[src/rtl/serial_rx_aligner_pkg.sv]
// Shared PHY definitions: comma symbol and lock-FSM state encodings used by the
// receive aligner and the transmit side.
package serial_rx_aligner_pkg;

    localparam logic [7:0] COM_SYMBOL_DEF = 8'hBC;

    localparam int unsigned BYTE_W    = 8;
    localparam int unsigned BIT_CNT_W = 3;

    localparam logic [1:0] ST_SEARCH   = 2'd0;
    localparam logic [1:0] ST_ALIGNING = 2'd1;
    localparam logic [1:0] ST_ACTIVE   = 2'd2;

endpackage

[src/rtl/com_lock_fsm.sv]
// Comma lock FSM: bit-slides in SEARCH, counts aligned COM bytes in ALIGNING,
// and tracks byte boundaries once ACTIVE (left only by reset).
module com_lock_fsm
    import serial_rx_aligner_pkg::*;
#(
    parameter int unsigned LOCK_COUNT = 4
) (
    input  logic clk_32f,
    input  logic reset,
    input  logic cand_is_com_c,
    output logic active,
    output logic byte_done_c
);

    localparam int unsigned COM_CNT_W = (LOCK_COUNT < 2) ? 1 : $clog2(LOCK_COUNT + 1);
    localparam logic [COM_CNT_W-1:0] LOCK_CNT_C = COM_CNT_W'(LOCK_COUNT);

    logic [1:0]           state;
    logic [1:0]           state_nxt;
    logic [BIT_CNT_W-1:0] bit_cnt;
    logic [BIT_CNT_W-1:0] bit_cnt_nxt;
    logic [COM_CNT_W-1:0] com_cnt;
    logic [COM_CNT_W-1:0] com_cnt_nxt;
    logic [COM_CNT_W-1:0] com_cnt_inc;
    logic                 wrap_c;

    assign com_cnt_inc = com_cnt + COM_CNT_W'(1);
    assign wrap_c      = (bit_cnt == '1);
    assign byte_done_c = (state == ST_ACTIVE) && wrap_c;

    always_ff @(posedge clk_32f) begin
        if (reset) begin
            state   <= ST_SEARCH;
            bit_cnt <= '0;
            com_cnt <= '0;
            active  <= 1'b0;
        end else begin
            state   <= state_nxt;
            bit_cnt <= bit_cnt_nxt;
            com_cnt <= com_cnt_nxt;
            active  <= (state_nxt == ST_ACTIVE);
        end
    end

    always_comb begin
        state_nxt   = state;
        bit_cnt_nxt = bit_cnt + BIT_CNT_W'(1);
        com_cnt_nxt = com_cnt;
        case (state)
            ST_SEARCH: begin
                bit_cnt_nxt = '0;
                if (cand_is_com_c) begin
                    com_cnt_nxt = COM_CNT_W'(1);
                    state_nxt   = (LOCK_COUNT <= 1) ? ST_ACTIVE : ST_ALIGNING;
                end
            end
            ST_ALIGNING: begin
                if (wrap_c) begin
                    if (cand_is_com_c) begin
                        com_cnt_nxt = com_cnt_inc;
                        if (com_cnt_inc == LOCK_CNT_C) begin
                            state_nxt = ST_ACTIVE;
                        end
                    end else begin
                        com_cnt_nxt = '0;
                        state_nxt   = ST_SEARCH;
                    end
                end
            end
            ST_ACTIVE: begin
                state_nxt = ST_ACTIVE;
            end
            default: begin
                state_nxt   = ST_SEARCH;
                bit_cnt_nxt = '0;
                com_cnt_nxt = '0;
            end
        endcase
    end

endmodule

[src/rtl/serial_rx_aligner.sv]
// Serial receive byte aligner: locks onto a comma symbol and outputs bytes.
// Define SERIAL_RX_COM_STRIP_EN to suppress COM bytes from the locked output stream.
module serial_rx_aligner
    import serial_rx_aligner_pkg::*;
#(
    parameter logic [7:0]  COM_SYMBOL = COM_SYMBOL_DEF,
    parameter int unsigned LOCK_COUNT = 4
) (
    input  logic              clk_32f,
    input  logic              reset,
    input  logic              data_in,
    output logic [BYTE_W-1:0] data_out,
    output logic              valid_out,
    output logic              active
);

    // Only seven history bits are ever read; the incoming bit completes the byte.
    logic [BYTE_W-2:0] hist;
    logic [BYTE_W-1:0] candidate_c;
    logic              cand_is_com_c;
    logic              byte_done_c;
    logic              emit_c;

    assign candidate_c   = {hist, data_in};
    assign cand_is_com_c = (candidate_c == COM_SYMBOL);

    com_lock_fsm #(
        .LOCK_COUNT (LOCK_COUNT)
    ) u_lock (
        .clk_32f       (clk_32f),
        .reset         (reset),
        .cand_is_com_c (cand_is_com_c),
        .active        (active),
        .byte_done_c   (byte_done_c)
    );

`ifdef SERIAL_RX_COM_STRIP_EN
    assign emit_c = byte_done_c && !cand_is_com_c;
`else
    assign emit_c = byte_done_c;
`endif

    always_ff @(posedge clk_32f) begin
        if (reset) begin
            hist      <= '0;
            data_out  <= '0;
            valid_out <= 1'b0;
        end else begin
            hist      <= candidate_c[BYTE_W-2:0];
            valid_out <= emit_c;
            if (emit_c) begin
                data_out <= candidate_c;
            end
        end
    end

endmodule
[config.mk]
export PLATFORM = sky130hd
export DESIGN_NAME = serial_rx_aligner
export DESIGN_NICKNAME = d
export VERILOG_FILES = /design/src/rtl/serial_rx_aligner_pkg.sv /design/src/rtl/com_lock_fsm.sv /design/src/rtl/serial_rx_aligner.sv
export SDC_FILE = /design/constraint.sdc
export NUM_CORES = 1
export LEC_CHECK = 0
export ABC_AREA = 1
export CAP_MARGIN = 20
export CORE_AREA = 2 2 53 65
export DETAILED_ROUTE_END_ITERATION = 10
export DIE_AREA = 0 0 55 67
export PLACE_DENSITY = 0.52
export SYNTH_ARGS = -nofsm -noshare
export SYNTH_HDL_FRONTEND = slang
export SYNTH_SLANG_ARGS = --single-unit
[constraint.sdc]
create_clock -name clk_32f -period 2.8 [get_ports clk_32f]
set_input_delay 0.56 -clock clk_32f [delete_from_list [all_inputs] [get_ports clk_32f]]
set_output_delay 0.56 -clock clk_32f [all_outputs]
set_load 0.01 [all_outputs]
==> flow_summary.ini <==
[worst_setup_path]
critPathCaptureType = output port
critPathMaxStageDelay_ns = 0.54
critPathSlowestCell = clkdlybuf4s50_1
crit_buf_inv = 1
worstPathArrival_ns = 1.21
critPathMaxFanout = 2
cp_top_family = buffers and inverters
crit_start = data_out[2]
path_cells = clkdlybuf4s50_1
worstSetupStartpointType = flip-flop
cp.required_ns = 2.24
crit_type = flip-flop to output port
r2r-start = u_lock.bit_cnt[0]

[cells_and_area]
n_fill_cell = 322
multi_input_area_um2 = 434
regArea_um2 = 500
drive_gt1_share_pct = 10.6
area.growth.synth_to_final_pct = 16.9
finalNetCount = 153
design_area_um2 = 1200
diodes = 0

[clock_tree]
clkTransAtPathRegs_ns = 0.13
cts_made_buffers = 3
clkSinkCount = 25
root_buffer = clkbuf_4
post_cts_resized = 0
clock_latency_ns = 0.30
htree_levels = 1
cts_tree = yes
cts_buffer_depth = 2
postCtsSetupBuffers = 0
cts_hold_buf = 0

[routing]
wirelength_um = 1710
drc = 0
vias = 782
first_pass_iters = 4
wire_per_inst_um = 9.63
initialDrtViolationCount = 4
avgViaCountPerCell = 4.42
drtAntennaViolNets = 0

[logic_synthesis]
yosys_register_bits = 25
synth_cells = 128
synth_area_um2 = 1030
synth_cell_types = 18
async_flop_share_pct = 0
yosys_warnings = 0
synth_area_leaders = dfxtp_1 (49%), ha_1 (9.7%), nor2_1 (7.6%)
synth_top_area_share_pct = 48.5
syn_nets = 139
synth.largest_area_cell = dfxtp_1
yosys_most_used_dff = dfxtp_1
yosysMostFrequentCell = dfxtp_1
yosysSeqAreaShare_pct = 48.5
synth_edf_count = 0
synth_commonest_cells = dfxtp_1 (25), nor2_1 (21), nand2_1 (18), inv_1 (17)
syn_area_per_cell_um2 = 8.05

[power]
clkPwrFrac_pct = 26.8
pwr-share-comb_pct = 8.2
swShare_pct = 23.0
finalPower_uw = 572
pwr-share-seq_pct = 65.0
p_leak_nw = 0.533
p_int_uw = 440
p_sw_uw = 132
peakVddDrop_mv = 0.259
power_density_nw_per_um2 = 474

[floorplan]
die_area_um2 = 3690
io_pins = 13
start_util_pct = 34.0
core_area_um2 = 3030
fp.dieH_um = 67
dieWidth_um = 55
fp-row-count = 22

[sta]
slew_violations = 0
holdWs_ns = 0.428
fmax_mhz = 565
worst-slew-pin-transition_ns = 0.373
fin_tns_setup_ns = 0
setup_viol = 0
fin_crit_sh_pct = 63.2
period_minus_slack_ns = 1.77
relSlewSlack_pct = 75.0
rsz0062_at_grt = no
skew_ns = 0.00341
hold_viol = 0

[flow_run]
drv_cap = 0

[placed_design]
io_buffers = 12
gp_congestion = 0.832
placed_area_um2 = 1180
hpwl_um = 1300

[global_routing]
grt_usage_pct = 11.3
antenna_found_initial = 0
grt_pass1_vias = 748
overflow = 0
grt_start_max_net_pins = 16
grt_pass1_wl_um = 3040

[hold_path]
hold_class = flip-flop to flip-flop
hold_start = u_lock.bit_cnt[0]

[run_status]
outcome = finished clean
-- flip-flops by register name, indices dropped and copies added (netlist names) --
name and count:
valid_out 1, u_lock.bit_cnt 3, u_lock.com_cnt 3, u_lock.state 2, u_lock.active 1, data_out 8, hist 7
-- power groups by stage --
| stage | logic (mW) | registers [mW] | clock network [mW] |
|---|---|---|---|
| 3_5_place_dp | 0.0476 | 0.380 | 0 |
| 6_report | 0.0468 | 0.372 | 0.153 |
| 3_3_place_gp | 0.0475 | 0.380 | 0 |
| 4_1_cts | 0.0478 | 0.372 | 0.163 |
| 2_1_floorplan | 0.0358 | 0.379 | 0 |
| 5_1_grt | 0.0547 | 0.374 | 0.177 |
-- through the flow --
| step | std cells | setup slack, ns | util, % |
|---|---|---|---|
| after floorplan | 128 | 1.50 | - |
| after global placement | 173 | 0.925 | 38.9 |
| after detailed placement | 173 | 0.909 | 38.9 |
| after CTS | 177 | 1.02 | 39.8 |
| after global routing | 177 | 0.979 | 39.8 |
| final | 177 | 1.03 | 39.8 |
-- placed cells by master (no fill, tap or decap), drive strengths merged --
cell type,count
a21oi,8
o21ai,12
clkdlybuf4s50,12
nor2,24
clkbuf,4
nand3,3
nand4,2
ha,8
a21boi,1
dfxtp,25
nand2,21
inv,21
-- layout make-up --
| type | count | share of cell area (%) |
|---|---|---|
| flip-flops and latches | 25 | 41.5 |
| multi-input cells | 79 | 36.0 |
| repair buffers | 12 | 9.97 |
| inverters | 21 | 6.54 |
| well taps | 36 | 3.74 |
| clock buffers | 4 | 2.18 |
-- logic make-up after synthesis --
family                     count (synthesis)  synth area share [%]
adders and majority gates                  8                  9.71
DFF                                       25                  48.5
buffers and inverters                     24                  9.34
AOI/OAI and AO/OA                         21                  11.9
and+or+nand+nor                           50                  20.5
-- path summary, 6_finish.rpt --
check	endpoint	slack (ns)	depth (start not counted)
max reg2reg	data_out[6]	1.34	6
max	data_out[2]	1.03	1
min reg2reg	u_lock.bit_cnt[0]	0.43	1
min	u_lock.bit_cnt[0]	0.43	1
-- worst reg2reg max path, cell delays in order, from the launching register on --
cell and delay [ns]:
dfxtp_1 0.35, ha_1 0.15, ha_1 0.22, nand2_1 0.11, inv_1 0.31, o21ai_0 0.13, a21oi_1 0.13
-- routing by layer --
metal | wire [um] | share of wire, % | GRT usage, % | vias up
li1 | - | - | - | 421
met1 | 811 | 48 | 14.1 | 347
met2 | 813 | 48 | 17.3 | 10
met3 | 45 | 2.6 | 2.91 | 4
met4 | 35 | 2.1 | 6.40 | 0
met5 | 0 | 0 | 0 | -
(Power assumes the default switching activity.)
